**config.mk**
```make
export PLATFORM = sky130hd
export DESIGN_NAME = gen1_tx_os_inserter
export DESIGN_NICKNAME = d
export VERILOG_FILES = /design/src/rtl/gen1_tx_os_inserter.sv
export SDC_FILE = /design/constraint.sdc
export NUM_CORES = 1
export LEC_CHECK = 0
export ABC_AREA = 1
export BUFFER_PORTS_ARGS = -buffer_cell sky130_fd_sc_hd__clkbuf_2
export CAP_MARGIN = 0
export CORE_ASPECT_RATIO = 1.1
export CORE_MARGIN = 5
export CORE_UTILIZATION = 52
export CTS_BUF_LIST = sky130_fd_sc_hd__clkbuf_8 sky130_fd_sc_hd__clkbuf_16
export CTS_CLUSTER_SIZE = 12
export DETAILED_ROUTE_END_ITERATION = 8
export MAX_ROUTING_LAYER = met4
export PLACE_DENSITY_LB_ADDON = 0.15
export SETUP_SLACK_MARGIN = 0.2
export SYNTH_ARGS = -nofsm -noshare
export SYNTH_HDL_FRONTEND = slang
export SYNTH_SLANG_ARGS = --single-unit
export TNS_END_PERCENT = 10
```
**constraint.sdc**
```tcl
create_clock -name clk_i -period 4 [get_ports clk_i]
set_input_delay 0.8 -clock clk_i [delete_from_list [all_inputs] [get_ports clk_i]]
set_output_delay 0.8 -clock clk_i [all_outputs]
set_load 0.05 [all_outputs]
```
**src/rtl/gen1_tx_os_inserter.sv**
```systemverilog
// gen1_tx_os_inserter
//   Gen1 transmit stage feeding the Gen1 scrambler. Passes 32-bit link words
//   through a valid/ready handshake. Inserts a SKP ordered set every
//   SKP_INTERVAL output words. Inserts TS1 ordered sets (4 words each) while
//   ts1_req_i is high. Fills the lane with logical idle when nothing is offered.
//
// Ports
//   clk_i                in   clock
//   rst_i                in   synchronous active-high reset
//   in_data_i/_datak_i   in   link word and per-byte K flags (byte 0 = [7:0])
//   in_valid_i           in   input word valid
//   in_ready_o           out  high when the next output word will be DATA
//   ts1_req_i            in   level request for back-to-back TS1 sets
//   ts1_ctrl_i           in   TS1 training-control symbol (symbol 5)
//   data_o, datak_o      out  word and K flags to the scrambler
//   training_sequence_o  out  per-byte TS flag to the scrambler
//   data_len_o           out  constant 2'b10 (four bytes)
//   scramble_enable_o    out  low only on SKP words
//   skp_sent_o           out  one-cycle pulse per SKP word
//
// State table (the state names the word currently on the outputs)
//   state    | meaning
//   ST_DATA  | link data or logical idle word
//   ST_SKP   | SKP ordered set word
//   ST_TS1   | TS1 word, idx_q selects word 0..3
module gen1_tx_os_inserter #(
  parameter int         SKP_INTERVAL = 295,
  parameter logic [7:0] LINK_NUM     = 8'hF7,
  parameter logic [7:0] LANE_NUM     = 8'hF7,
  parameter logic [7:0] N_FTS        = 8'd16
) (
  input  logic        clk_i,
  input  logic        rst_i,
  input  logic [31:0] in_data_i,
  input  logic [3:0]  in_datak_i,
  input  logic        in_valid_i,
  output logic        in_ready_o,
  input  logic        ts1_req_i,
  input  logic [7:0]  ts1_ctrl_i,
  output logic [31:0] data_o,
  output logic [3:0]  datak_o,
  output logic [3:0]  training_sequence_o,
  output logic [1:0]  data_len_o,
  output logic        scramble_enable_o,
  output logic        skp_sent_o
);

  localparam int CW = (SKP_INTERVAL > 2) ? $clog2(SKP_INTERVAL) : 1;
  localparam logic [CW-1:0] SKP_TC = CW'(SKP_INTERVAL - 1);

  localparam logic [7:0]  COM      = 8'hBC;
  localparam logic [7:0]  PAD      = 8'hF7;
  localparam logic [7:0]  TS1_ID   = 8'h4A;
  localparam logic [31:0] SKP_WORD = 32'h1C1C1CBC;

  typedef enum logic [1:0] {ST_DATA, ST_SKP, ST_TS1} state_t;

  state_t        state_q, state_d;
  logic [1:0]    idx_q, idx_d;
  logic [CW-1:0] skp_cnt_q, skp_cnt_d;
  logic          skp_pend_q, skp_pend_d;
  logic [7:0]    ctrl_q, ctrl_d;

  logic [31:0]   data_d;
  logic [3:0]    datak_d;
  logic [3:0]    ts_d;
  logic          scr_d;
  logic          skp_d;

  // State register and registered outputs
  always_ff @(posedge clk_i) begin
    if (rst_i) begin
      state_q             <= ST_DATA;
      idx_q               <= 2'd0;
      skp_cnt_q           <= '0;
      skp_pend_q          <= 1'b0;
      ctrl_q              <= 8'h00;
      data_o              <= 32'h0;
      datak_o             <= 4'h0;
      training_sequence_o <= 4'h0;
      data_len_o          <= 2'b10;
      scramble_enable_o   <= 1'b1;
      skp_sent_o          <= 1'b0;
    end else begin
      state_q             <= state_d;
      idx_q               <= idx_d;
      skp_cnt_q           <= skp_cnt_d;
      skp_pend_q          <= skp_pend_d;
      ctrl_q              <= ctrl_d;
      data_o              <= data_d;
      datak_o             <= datak_d;
      training_sequence_o <= ts_d;
      data_len_o          <= 2'b10;
      scramble_enable_o   <= scr_d;
      skp_sent_o          <= skp_d;
    end
  end

  // Next word selection: an open TS1 set finishes first, then a pending SKP,
  // then a new TS1 set, otherwise data/idle.
  always_comb begin
    state_d    = ST_DATA;
    idx_d      = 2'd0;
    skp_cnt_d  = skp_cnt_q;
    skp_pend_d = skp_pend_q;

    if (state_q == ST_TS1 && idx_q != 2'd3) begin
      state_d = ST_TS1;
      idx_d   = idx_q + 2'd1;
    end else if (skp_pend_q) begin
      state_d = ST_SKP;
    end else if (ts1_req_i) begin
      state_d = ST_TS1;
    end

    // SKP words do not advance the interval counter. An expiry while a SKP is
    // already pending just leaves the single pending flag set.
    if (state_d == ST_SKP) begin
      skp_pend_d = 1'b0;
    end else if (skp_cnt_q == SKP_TC) begin
      skp_cnt_d  = '0;
      skp_pend_d = 1'b1;
    end else begin
      skp_cnt_d = skp_cnt_q + 1'b1;
    end

    ctrl_d = (state_d == ST_TS1 && idx_d == 2'd0) ? ts1_ctrl_i : ctrl_q;
  end

  assign in_ready_o = !rst_i && (state_d == ST_DATA);

  // Content of the next word
  always_comb begin
    data_d  = 32'h0;
    datak_d = 4'h0;
    ts_d    = 4'h0;
    scr_d   = 1'b1;
    skp_d   = 1'b0;
    case (state_d)
      ST_DATA: begin
        if (in_valid_i && in_ready_o) begin
          data_d  = in_data_i;
          datak_d = in_datak_i;
        end
      end
      ST_SKP: begin
        data_d  = SKP_WORD;
        datak_d = 4'hF;
        scr_d   = 1'b0;
        skp_d   = 1'b1;
      end
      ST_TS1: begin
        ts_d = 4'hF;
        case (idx_d)
          2'd0: begin
            data_d  = {N_FTS, LANE_NUM, LINK_NUM, COM};
            // PAD link/lane symbols are K characters
            datak_d = {1'b0, LANE_NUM == PAD, LINK_NUM == PAD, 1'b1};
          end
          // word 1 uses the control symbol captured with word 0
          2'd1:    data_d = {TS1_ID, TS1_ID, ctrl_q, 8'h02};
          default: data_d = {TS1_ID, TS1_ID, TS1_ID, TS1_ID};
        endcase
      end
      default: ;
    endcase
  end

endmodule

```
==> results of run 1 <==
==> cells in the mapped netlist <==
| master | instances | area [um2] |
|---|---|---|
| sky130_fd_sc_hd__buf_1 | 1 | 3.750 |
| sky130_fd_sc_hd__nor3_1 | 4 | 20.02 |
| sky130_fd_sc_hd__inv_1 | 20 | 75.07 |
| sky130_fd_sc_hd__a21o_1 | 1 | 7.510 |
| sky130_fd_sc_hd__o21ai_1 | 3 | 15.01 |
| sky130_fd_sc_hd__nor2_8 | 1 | 20.02 |
| sky130_fd_sc_hd__nand4_1 | 2 | 12.51 |
| sky130_fd_sc_hd__clkbuf_1 | 3 | 11.26 |
| sky130_fd_sc_hd__nand3_4 | 1 | 17.52 |
| sky130_fd_sc_hd__nand2_2 | 1 | 6.260 |
| sky130_fd_sc_hd__nand3_1 | 36 | 180.2 |
| sky130_fd_sc_hd__inv_2 | 4 | 15.01 |
| sky130_fd_sc_hd__nand4_4 | 1 | 21.27 |
| sky130_fd_sc_hd__a21oi_1 | 29 | 145.1 |
| sky130_fd_sc_hd__o21ai_2 | 1 | 8.760 |
| sky130_fd_sc_hd__buf_4 | 6 | 45.04 |
| sky130_fd_sc_hd__nand3b_1 | 1 | 7.510 |
| sky130_fd_sc_hd__nand2_1 | 34 | 127.6 |
| sky130_fd_sc_hd__a211oi_1 | 1 | 7.510 |
| sky130_fd_sc_hd__buf_2 | 4 | 20.02 |
| sky130_fd_sc_hd__a31o_2 | 1 | 8.760 |
| sky130_fd_sc_hd__nand2_4 | 3 | 33.78 |
| sky130_fd_sc_hd__conb_1 | 2 | 7.510 |
| sky130_fd_sc_hd__and3_1 | 1 | 6.260 |
| sky130_fd_sc_hd__or2_2 | 1 | 6.260 |
| sky130_fd_sc_hd__xnor2_1 | 1 | 8.760 |
| sky130_fd_sc_hd__o21ai_0 | 14 | 70.07 |
| sky130_fd_sc_hd__nand3_2 | 3 | 30.03 |
| sky130_fd_sc_hd__nor2_4 | 1 | 11.26 |
| sky130_fd_sc_hd__dfxtp_1 | 61 | 1221 |
| sky130_fd_sc_hd__ha_1 | 3 | 37.54 |
| sky130_fd_sc_hd__inv_4 | 2 | 12.51 |
| sky130_fd_sc_hd__xor2_1 | 1 | 8.760 |
| sky130_fd_sc_hd__buf_6 | 4 | 45.04 |
| sky130_fd_sc_hd__nor2_1 | 37 | 138.9 |
==> flip-flops by register name, indices dropped and copies added, names as in the netlist <==
name	count
datak_o	4
skp_sent_o	1
data_o	32
state_q	2
training_sequence_o	1
skp_cnt_q	9
skp_pend_q	1
scramble_enable_o	1
idx_q	2
ctrl_q	8
==> how the worst max path moves through the flow <==
stage | startpoint | end | slack (ns) | depth (start not counted)
final | rst_i | in_ready_o | 1.34 | 5
after global routing | idx_q[0] | in_ready_o | 1.24 | 6
after floorplan | rst_i | in_ready_o | 1.77 | 5
after CTS | rst_i | in_ready_o | 1.34 | 5
after detailed placement | rst_i | in_ready_o | 1.34 | 5
after global placement | rst_i | in_ready_o | 1.37 | 5
==> routing by layer <==
metal	vias to the layer above	wire length, um
li1	1105	-
met1	958	2407
met2	76	2564
met3	8	517
met4	0	72
met5	-	0
==> power by group through the flow <==
| stage | clock network (mW) | registers (mW) | logic [mW] |
|---|---|---|---|
| 6_report | 0.691 | 0.663 | 0.259 |
| 3_5_place_dp | 0 | 0.677 | 0.259 |
| 4_1_cts | 0.703 | 0.663 | 0.261 |
| 2_1_floorplan | 0 | 0.771 | 0.102 |
| 3_3_place_gp | 0 | 0.676 | 0.257 |
| 5_1_grt | 0.729 | 0.667 | 0.280 |
==> cells by family after synthesis <==
group	count (synthesis)
compound gates	50
xor+xnor	2
fa+ha+maj	3
buf+inv	44
flops	61
other cells	2
simple gates	127
==> cells in the final DEF (no fill, tap or decap), drive strengths merged <==
master	instances
a211oi	1
a21o	1
a21oi	29
a31o	1
and3	1
buf	1
bufinv	3
clkbuf	102
conb	2
dfxtp	61
ha	3
inv	27
nand2	38
nand3	40
nand3b	1
nand4	3
nor2	39
nor3	4
o21ai	18
or2	1
xnor2	1
xor2	1
==> worst max-delay path, delay by kind of cell <==
| family | cells | cell delay (ns) |
|---|---|---|
| simple gates | 1 | 0.15 |
| buf+inv | 4 | 0.89 |
==> cell type report <==
| type | instances | area (um2) |
|---|---|---|
| tap | 56 | 70.07 |
| clock buffer | 12 | 165.2 |
| clock inverter | 4 | 93.84 |
| timing repair buffer | 91 | 457.9 |
| sequential | 61 | 1221 |
| fill | 389 | 1511 |
| multi-input combinational | 184 | 964.7 |
| inverter | 26 | 102.6 |
==> stage by stage <==
step / cells / setup slack, ns / hold slack (ns)
finish: 434 / 1.343 / 0.4754
global route: 434 / 1.239 / 0.5316
CTS: 434 / 1.339 / 0.4840
detailed placement: 418 / 1.341 / 0.4690
global placement: 418 / 1.371 / 0.4625
floorplan: 289 / 1.768 / 0.4496
==> run summary, run 1 <==
status = finished clean
number of violations reported at the end of detailed-routing iteration 0 = 104
slowest cell on the critical path = sky130_fd_sc_hd__clkbuf_2
total congestion overflow = 0
routed length per instance = 12.81 um
Final Max Slew Viols = 0
final worst-path cycle share = 66.43%
number of antenna violations at the first check in global routing = 0
fraction of layout cells with a size suffix above 1 = 33.33%
area share of and/or/nand/nor cells after synthesis = 26.49%
Global Route Usage Sum = 19.47%
most used cell, CP = sky130_fd_sc_hd__clkbuf_2
Layout Utilization = 67.05%
largest net degree at the start of global routing = 35
VDD IR-drop max = 0.0002736 V
cell chosen for the clock root = sky130_fd_sc_hd__clkbuf_8
post-synthesis register bit count = 61
path depth of the worst reg2reg path = 6
synthesized-area fraction occupied by adder cells = 1.555%
number of buffers inserted by post-CTS setup repair = 0
setup TNS after final layout = 0 ns
arrival time of data at the critical path endpoint = 1.86 ns
Hold Crit Class = reg2reg
total power of the final layout = 1.613 mW
post-route clock skew = 0.006737 ns
total internal power = 1.176 mW
GRT met2 Usage = 29.97%
element type at the critical path end = output pin
fraction of synthesized area in multiplexers = 0%
netlist area before placement = 2414 um2
leakage power = 1.491 nW
Syn Area/Cell = 8.351 um2
post-CTS sizing = 0
detail-routed via count per cell = 4.947
Detailed Place HPWL = 3989 um
final-report hold violation count = 0
switching power = 437.2 uW
Layout Cell Area excl Fill = 3075 um2
pin slew with the least headroom to its limit = 0.6615 ns
part of the power in the clock network = 42.9%
drt pass-1 iters = 5
H-tree depth reported by CTS = 3
Ports = 93
Max Cap Viol = 0
final critical path time including I/O delays and setup = 2.657 ns
via count of the first global-routing pass = 2041
Setup crit start kind = primary input
count of antenna diodes in the layout = 0
worst-path cell chain = clkbuf_2 -> inv_2 -> nand4_4 -> inv_4 -> clkbuf_2
CTS Buffer Depth = 2
met3 usage = 5.263%
total vias in the final route = 2147
endpoint of the lowest-slack register-to-register path = datak_o[2]
peak fanout along the critical path = 32
initial core utilization = 52.62%
total die area = 6105 um2
layer with the highest usage after global routing = met2
count of buffers from port buffering = 90
number of standard cells after synthesis = 289
met1 usage = 23.62%
total setup violations reported at the end of the flow = 0
core footprint = 4587 um2
pwr/cell area = 524.5 nW/um2
Seq/Total Area, Yosys = 50.60%
relative contribution of sequential cells to total power = 41.1%
Die Wd = 74.96 um
syn_nets = 340
WP data required = 3.20 ns
Highest Clock Rate = 376.3 MHz
TritonCTS Buffers = 9
Final nets = 424
TritonCTS Sinks = 61
Die Height = 81.46 um
wirelength, routed = 5561 um
maximum single-stage delay on the critical path = 0.35 ns
setup repair after global routing missed its margin = false
category of the critical setup timing path = in2out
TritonCTS clock tree = done
fraction of power spent switching nets = 27.11%
Routed Antenna Nets = 0
instance area at placement = 2816 um2
relative slew slack = 55.90%
area growth from synthesis to final layout = 27.42%
FF-to-FF Start = idx_q[0]
Routability Congestion = 0.7807
Hold Path Cell Cnt = 2
Synth Area in Compound Gates = 10.89%
Yosys warnings = 0
placement row count = 26
xor and xnor fraction of the mapped netlist area = 0.7258%
Logic pwr share = 16.0%
post-synthesis cell type count = 35
min-delay src = ctrl_q[0]
largest family of logic cells by synthesized area = simple AND/OR/NAND/NOR gates
worst hold endpoint = ctrl_q[0]
clock-pin slew of the registers on the worst-case setup and hold paths = 0.06 ns
DRC errors left = 0
global-route wire length before repair = 8804 um
source-to-sink clock delay at the later pin of the worst-skew pair = 0.33 ns
CTS hold repair buffers = 0
flop2flop setup slack = 2.39 ns
Power figures use the tool's default switching activity.
==> inputs of run 2 (changes only) <==
--- a/config.mk
+++ b/config.mk
@@ -5,12 +5,12 @@
 export SDC_FILE = /design/constraint.sdc
 export NUM_CORES = 1
 export LEC_CHECK = 0
-export ABC_AREA = 1
+export ABC_AREA = 0
 export BUFFER_PORTS_ARGS = -buffer_cell sky130_fd_sc_hd__clkbuf_2
 export CAP_MARGIN = 0
 export CORE_ASPECT_RATIO = 1.1
 export CORE_MARGIN = 5
-export CORE_UTILIZATION = 52
+export CORE_UTILIZATION = 47
 export CTS_BUF_LIST = sky130_fd_sc_hd__clkbuf_8 sky130_fd_sc_hd__clkbuf_16
 export CTS_CLUSTER_SIZE = 12
 export DETAILED_ROUTE_END_ITERATION = 8
==> constraint.sdc (replaced) <==
create_clock -name clk_i -period 2.8 [get_ports clk_i]
set_input_delay 0.56 -clock clk_i [delete_from_list [all_inputs] [get_ports clk_i]]
set_output_delay 0.56 -clock clk_i [all_outputs]
set_load 0.05 [all_outputs]
==> run summary, run 2 <==
status = finished clean (unchanged)
setup repair after global routing missed its margin = false (unchanged)
VDD IR-drop max = 0.0004001 V (was 0.0002736 V)
pin slew with the least headroom to its limit = 0.5879 ns (was 0.6615 ns)
area share of the largest cell type after synthesis = 53.42% (was 50.60%)
TritonCTS Sinks = 61 (unchanged)
wirelength, routed = 5116 um (was 5561 um)
biggest regs = data_o: 32 flops, skp_cnt_q: 9 flops, ctrl_q: 8 flops (unchanged)
number of violations reported at the end of detailed-routing iteration 0 = 97 (was 104)
via count of the first global-routing pass = 1781 (was 2041)
leading cell type in the layout, fill and taps excluded = sky130_fd_sc_hd__clkbuf_2 (unchanged)
worst setup slack after layout = 0.4684 ns (was 1.343 ns)
top cells by instance count after synthesis = 61 x sky130_fd_sc_hd__dfxtp_1, 34 x sky130_fd_sc_hd__nand2_1, 24 x sky130_fd_sc_hd__a21oi_1 (was 61 x sky130_fd_sc_hd__dfxtp_1, 37 x sky130_fd_sc_hd__nor2_1, 36 x sky130_fd_sc_hd__nand3_1)
total die area = 6360 um2 (was 6105 um2)
syn_nets = 289 (was 340)
detail-routed via count per cell = 4.928 (was 4.947)
leakage power = 1.371 nW (was 1.491 nW)
Global Route Usage Sum = 17.32% (was 19.47%)
FF-to-FF Start = idx_q[0] (unchanged)
count of buffers from port buffering = 90 (unchanged)
post-synthesis cell type count = 39 (was 35)
element type at the critical path end = output pin (unchanged)
WP data required = 2.24 ns (was 3.20 ns)
path depth of the worst reg2reg path = 6 (unchanged)
core footprint = 4684 um2 (was 4587 um2)
CTS hold repair buffers = 0 (unchanged)
count of antenna diodes in the layout = 0 (unchanged)
Final nets = 377 (was 424)
post-CTS sizing = 0 (unchanged)
DRC errors left = 0 (unchanged)
top cells by area, synth = sky130_fd_sc_hd__dfxtp_1 53%, sky130_fd_sc_hd__nand2_1 5.6%, sky130_fd_sc_hd__a21oi_1 5.3%, sky130_fd_sc_hd__nor2_1 3.8%, sky130_fd_sc_hd__mux2i_1 3.5% (was sky130_fd_sc_hd__dfxtp_1 51%, sky130_fd_sc_hd__nand3_1 7.5%, sky130_fd_sc_hd__a21oi_1 6.0%, sky130_fd_sc_hd__nor2_1 5.8%, sky130_fd_sc_hd__nand2_1 5.3%)
TritonCTS clock tree = done (unchanged)
cell chosen for the clock root = sky130_fd_sc_hd__clkbuf_8 (unchanged)
slowest cell on the critical path = sky130_fd_sc_hd__dfxtp_1 (was sky130_fd_sc_hd__clkbuf_2)
pwr/cell area = 666.0 nW/um2 (was 524.5 nW/um2)
Yosys warnings = 0 (unchanged)
Highest Clock Rate = 428.9 MHz
number of flops mapped to enable cells by yosys = 0 (unchanged)
CTS Buffer Depth = 2 (unchanged)
Setup crit start kind = flip-flop (was primary input)
Max Cap Viol = 0 (unchanged)
maximum single-stage delay on the critical path = 0.53 ns (was 0.35 ns)
Syn Area/Cell = 9.605 um2 (was 8.351 um2)
arrival time of data at the critical path endpoint = 1.77 ns (was 1.86 ns)
max FFs per register = 32 (unchanged)
Die Wd = 76.50 um (was 74.96 um)
number of cells after detailed placement = 371 (was 418)
most area-hungry cell type in the Yosys netlist = sky130_fd_sc_hd__dfxtp_1 (unchanged)
global-route wire length before repair = 8514 um (was 8804 um)
clock-pin slew of the registers on the worst-case setup and hold paths = 0.06 ns (about the same)
worst-path cell chain = ha_1 -> nor3b_2 -> nor4_2 -> clkbuf_2 (was clkbuf_2 -> inv_2 -> nand4_4 -> inv_4 -> clkbuf_2)
number of standard cells after synthesis = 238 (was 289)
total setup violations reported at the end of the flow = 0 (unchanged)
peak fanout along the critical path = 10 (was 32)
setup TNS after final layout = 0 ns (unchanged)
post-synthesis register bit count = 61 (unchanged)
initial core utilization = 48.80% (was 52.62%)
Final Max Slew Viols = 0 (unchanged)
Seq/Total Area, Yosys = 53.42% (was 50.60%)
pre-CTS setup slack = 0.5164 ns (was 1.341 ns)
total vias in the final route = 1907 (was 2147)
final critical path time including I/O delays and setup = 2.332 ns
final worst-path cycle share = 83.27%
Ports = 93 (unchanged)
Detailed Place HPWL = 3804 um (was 3989 um)
Routability Congestion = 0.8416 (was 0.7807)
TritonCTS Buffers = 9 (unchanged)
placement row count = 26 (unchanged)
share of synthesized registers carrying an async set or reset = 0% (unchanged)
Hold Crit Class = in2reg (was reg2reg)
flop2flop setup slack = 0.55 ns (was 2.39 ns)
worst hold endpoint = datak_o[3] (was ctrl_q[0])
min-delay src = in_datak_i[3] (was ctrl_q[0])
dominant synthesized flop cell = sky130_fd_sc_hd__dfxtp_1 (unchanged)
drt pass-1 iters = 4 (was 5)
final-report hold violation count = 0 (unchanged)
routed length per instance = 13.22 um (was 12.81 um)
number of antenna violations at the first check in global routing = 0 (unchanged)
Routed Antenna Nets = 0 (unchanged)
most frequent cells in the layout = 90 x sky130_fd_sc_hd__clkbuf_2, 61 x sky130_fd_sc_hd__dfxtp_1, 34 x sky130_fd_sc_hd__nand2_1, 24 x sky130_fd_sc_hd__a21oi_1, 23 x sky130_fd_sc_hd__nor2_1 (was 90 x sky130_fd_sc_hd__clkbuf_2, 61 x sky130_fd_sc_hd__dfxtp_1, 37 x sky130_fd_sc_hd__nor2_1, 36 x sky130_fd_sc_hd__nand3_1, 34 x sky130_fd_sc_hd__nand2_1)
area growth from synthesis to final layout = 28.24% (was 27.42%)
largest net degree at the start of global routing = 37 (was 35)
relative slew slack = 60.44% (was 55.90%)
most repeated cell in the gate-level netlist after synthesis = sky130_fd_sc_hd__dfxtp_1 (unchanged)
netlist area before placement = 2286 um2 (was 2414 um2)
non-filler cells, final = 387 (was 434)
most flop-heavy register = data_o (unchanged)
category of the critical setup timing path = reg2out (was in2out)
total congestion overflow = 0 (unchanged)
total power of the final layout = 1.952 mW (was 1.613 mW)
H-tree depth reported by CTS = 3 (unchanged)
Hold Path Cell Cnt = 2 (unchanged)
endpoint of the lowest-slack register-to-register path = data_o[10] (was datak_o[2])
Die Height = 83.15 um (was 81.46 um)
number of buffers inserted by post-CTS setup repair = 0 (unchanged)
source-to-sink clock delay at the later pin of the worst-skew pair = 0.33 ns (about the same)
fraction of layout cells with a size suffix above 1 = 36.56% (was 33.33%)
post-route clock skew = 0.004039 ns (was 0.006737 ns)
==> run 2: worst max-delay path by stage <==
| stage | from | to | cells after the start |
|---|---|---|---|
| final | idx_q[0] | in_ready_o | 4 |
| after global routing | idx_q[0] | data_o[12] | 6 |
| after CTS | idx_q[0] | in_ready_o | 4 |
| after detailed placement | idx_q[0] | data_o[10] | 6 |
| after global placement | idx_q[0] | data_o[15] | 6 |
| after floorplan | rst_i | in_ready_o | 2 |
==> run 2: cells by family (layout without fill, tap and decap cells) <==
group	count (synthesis)	in the layout	share of synthesized area [%]
AOI/OAI and AO/OA	55	55	16.48
xor gates and xnor gates	7	7	2.682
adders and majority gates	3	3	1.642
buffers and inverters	24	117	5.199
DFF	61	61	53.42
muxes	8	8	3.503
other	2	2	0.3285
and+or+nand+nor	78	78	16.75
==> run 2: report_power, final <==
part	internal, mW	leakage (nW)	switching (mW)	total [mW]
combinational	0.0988	0.773	0.232	0.331
sequential	0.916	0.502	0.0213	0.937
clock	0.361	0.0963	0.323	0.684
==> run 2: critical path, delay by kind of cell, from the launching register on <==
family / cells / cell delay (ns)
flops: 1 / 0.53
fa+ha+maj: 1 / 0.32
buf+inv: 1 / 0.33
simple gates: 2 / 0.26
==> run 2: routing by layer <==
| metal | up-vias | GRT usage, % | routed length, um |
|---|---|---|---|
| met5 | - | - | 0 |
| met1 | 854 | 21.80 | 2324 |
| met3 | 10 | 7.468 | 402 |
| met2 | 64 | 24.92 | 2312 |
| met4 | 0 | 5.723 | 76 |
| li1 | 979 | - | - |
==> run 2: cell type report <==
type	instances	area, um2
sequential	61	1221
clock buffer	11	151.4
timing repair buffer	95	488.0
clock inverter	5	26.28
tap	56	70.07
inverter	6	22.52
multi-input combinational	153	952.2
fill	428	1753
==> run 2: per-stage QoR <==
step / cell area (um2) / hold slack (ns) / utilization [%]
detailed placement: 2754 / 0.4753 / 58.79
global route: 2932 / 0.4043 / 62.58
finish: 2932 / 0.4192 / 62.58
floorplan: 2292 / 0.4542 / -
CTS: 2932 / 0.4024 / 62.58
global placement: 2754 / 0.4662 / 58.79
==> inputs of run 3 (changes only) <==
==> constraint.sdc (replaced) <==
create_clock -name clk_i -period 2.3 [get_ports clk_i]
set_input_delay 0.46 -clock clk_i [delete_from_list [all_inputs] [get_ports clk_i]]
set_output_delay 0.46 -clock clk_i [all_outputs]
set_load 0.05 [all_outputs]
==> run summary, run 3 (same netlist as run 2, synthesis figures left out) <==
status = finished clean (unchanged)
source-to-sink clock delay at the later pin of the worst-skew pair = 0.33 ns (about the same)
leading cell type in the layout, fill and taps excluded = sky130_fd_sc_hd__clkbuf_2 (unchanged)
final-report hold violation count = 0 (unchanged)
pin slew with the least headroom to its limit = 0.6871 ns (was 0.5879 ns)
biggest regs = data_o: 32 flops, skp_cnt_q: 9 flops, ctrl_q: 8 flops (unchanged)
TritonCTS Buffers = 9 (unchanged)
maximum single-stage delay on the critical path = 0.32 ns (was 0.53 ns)
cell chosen for the clock root = sky130_fd_sc_hd__clkbuf_8 (unchanged)
Final Max Slew Viols = 0 (unchanged)
peak fanout along the critical path = 4 (was 10)
Setup crit start kind = flip-flop (unchanged)
final critical path time including I/O delays and setup = 2.011 ns
number of antenna violations at the first check in global routing = 0 (unchanged)
total die area = 6360 um2 (unchanged)
min-delay src = in_data_i[17] (was in_datak_i[3])
most flop-heavy register = data_o (unchanged)
element type at the critical path end = output pin (unchanged)
global-route wire length before repair = 8631 um (was 8514 um)
Detailed Place HPWL = 3914 um (was 3804 um)
DRC errors left = 0 (unchanged)
detail-routed via count per cell = 4.887 (was 4.928)
number of filler cells placed in the layout = 426 (was 428)
initial core utilization = 48.80% (unchanged)
total congestion overflow = 0 (unchanged)
Final nets = 379 (was 377)
path depth of the worst reg2reg path = 6 (unchanged)
Routability Congestion = 0.8029 (was 0.8416)
total vias in the final route = 1901 (was 1907)
count of antenna diodes in the layout = 0 (unchanged)
placement row count = 26 (unchanged)
leakage power = 1.391 nW (was 1.371 nW)
Hold WS = 0.3186 ns (was 0.4192 ns)
arrival time of data at the critical path endpoint = 1.55 ns (was 1.77 ns)
relative slew slack = 53.77% (was 60.44%)
Die Wd = 76.50 um (unchanged)
area growth from synthesis to final layout = 30.65% (was 28.24%)
WP data required = 1.84 ns (was 2.24 ns)
total setup violations reported at the end of the flow = 0 (unchanged)
VDD IR-drop max = 0.0004015 V (was 0.0004001 V)
TritonCTS Sinks = 61 (unchanged)
CTS hold repair buffers = 0 (unchanged)
clock-pin slew of the registers on the worst-case setup and hold paths = 0.07 ns (was 0.06 ns)
worst hold endpoint = data_o[17] (was datak_o[3])
Die Height = 83.15 um (unchanged)
setup repair after global routing missed its margin = false (unchanged)
setup TNS after final layout = 0 ns (unchanged)
endpoint of the lowest-slack register-to-register path = ctrl_q[6] (was data_o[10])
wirelength, routed = 5352 um (was 5116 um)
delay-heaviest family, CP = simple AND/OR/NAND/NOR gates (was flip-flops)
Ports = 93 (unchanged)
Routed Antenna Nets = 0 (unchanged)
drt pass-1 iters = 4 (unchanged)
Global Route Usage Sum = 17.32% (about the same)
max FFs per register = 32 (unchanged)
Hold Path Cell Cnt = 2 (unchanged)
post-route clock skew = 0.006911 ns (was 0.004039 ns)
CTS Buffer Depth = 2 (unchanged)
core footprint = 4684 um2 (unchanged)
flop2flop setup slack = 0.32 ns (was 0.55 ns)
Max Cap Viol = 0 (unchanged)
count of buffer and inverter cells on the critical path = 1 (unchanged)
slowest cell on the critical path = sky130_fd_sc_hd__dfxtp_1 (unchanged)
routed length per instance = 13.76 um (was 13.22 um)
TritonCTS clock tree = done (unchanged)
Hold Crit Class = in2reg (unchanged)
final worst-path cycle share = 87.44%
most frequent cells in the layout = 89 x sky130_fd_sc_hd__clkbuf_2, 61 x sky130_fd_sc_hd__dfxtp_1, 34 x sky130_fd_sc_hd__nand2_1, 24 x sky130_fd_sc_hd__a21oi_1, 23 x sky130_fd_sc_hd__nor2_1 (was 90 x sky130_fd_sc_hd__clkbuf_2, 61 x sky130_fd_sc_hd__dfxtp_1, 34 x sky130_fd_sc_hd__nand2_1, 24 x sky130_fd_sc_hd__a21oi_1, 23 x sky130_fd_sc_hd__nor2_1)
count of buffers from port buffering = 90 (unchanged)
Highest Clock Rate = 497.2 MHz
largest net degree at the start of global routing = 39 (was 37)
number of violations reported at the end of detailed-routing iteration 0 = 110 (was 97)
FF-to-FF Start = idx_q[0] (unchanged)
pwr/cell area = 822.7 nW/um2 (was 666.0 nW/um2)
H-tree depth reported by CTS = 3 (unchanged)
category of the critical setup timing path = reg2out (unchanged)
via count of the first global-routing pass = 1836 (was 1781)
non-filler cells, final = 389 (was 387)
number of cells after detailed placement = 372 (was 371)
worst-path cell chain = ha_1 -> nor3b_4 -> nor4_2 -> clkbuf_4 (was ha_1 -> nor3b_2 -> nor4_2 -> clkbuf_2)
fraction of layout cells with a size suffix above 1 = 37.24% (was 36.56%)
-- run 3: how the worst max path moves through the flow --
| stage | slack, ns | startpoint | cells after the start | end |
|---|---|---|---|---|
| 6_report | 0.29 | idx_q[0] | 4 | in_ready_o |
| 5_1_grt | 0.20 | idx_q[0] | 6 | ctrl_q[6] |
| 4_1_cts | 0.24 | idx_q[0] | 4 | in_ready_o |
| 3_5_place_dp | 0.35 | idx_q[0] | 6 | ctrl_q[6] |
| 3_3_place_gp | 0.42 | idx_q[0] | 6 | ctrl_q[1] |
| 2_1_floorplan | 0.26 | rst_i | 2 | in_ready_o |
-- run 3: report_power, final --
part	leakage [nW]	switching (mW)	internal, mW	total (mW)
combinational	0.788	0.288	0.128	0.416
sequential	0.502	0.0240	1.11	1.14
clock	0.101	0.398	0.505	0.903
-- run 3: area by class of cell --
| cell class | instances | area, um2 | area share [%] |
|---|---|---|---|
| flip-flops and latches | 61 | 1221 | 40.89 |
| multi-input cells | 153 | 958.4 | 32.09 |
| repair buffers | 97 | 518.0 | 17.34 |
| clock buffers | 13 | 178.9 | 5.991 |
| well taps | 56 | 70.07 | 2.346 |
| inverters | 6 | 22.52 | 0.7541 |
| clock inverters | 3 | 17.52 | 0.5865 |
-- run 3: routing by layer --
metal	global-route usage, %	up-vias	part of all wire (%)
met5	-	-	0
met4	7.631	0	1.0
met3	7.035	6	7.6
met2	25.62	63	47
met1	20.65	851	45
li1	-	981	-
-- run 3: stage by stage --
stage / instance area (um2) / power, mW / worst slack (ns) / util, %
floorplan: 2292 / 1.460 / 0.2620 / -
global placement: 2774 / 1.574 / 0.4205 / 59.21
detailed placement: 2774 / 1.578 / 0.3486 / 59.21
CTS: 2977 / 2.484 / 0.2401 / 63.54
global route: 2987 / 2.566 / 0.2014 / 63.76
finish: 2987 / 2.457 / 0.2889 / 63.76
-- run 3: timing repair --
item                                    CTS  global route
setup buffers                             0             1
gates resized for setup                   1             2
hold endpoints to repair                  0             0
endpoints found under the setup margin    1             1
pin swaps                                 0             1
-- run 3: worst register-to-register path, stage by stage (launching register included) --
cell and delay (ns):
sky130_fd_sc_hd__dfxtp_1 0.32, sky130_fd_sc_hd__ha_1 0.28, sky130_fd_sc_hd__or3b_4 0.51, sky130_fd_sc_hd__a22oi_2 0.33
sky130_fd_sc_hd__buf_12 0.18, sky130_fd_sc_hd__mux2i_1 0.19, sky130_fd_sc_hd__nor2_1 0.05
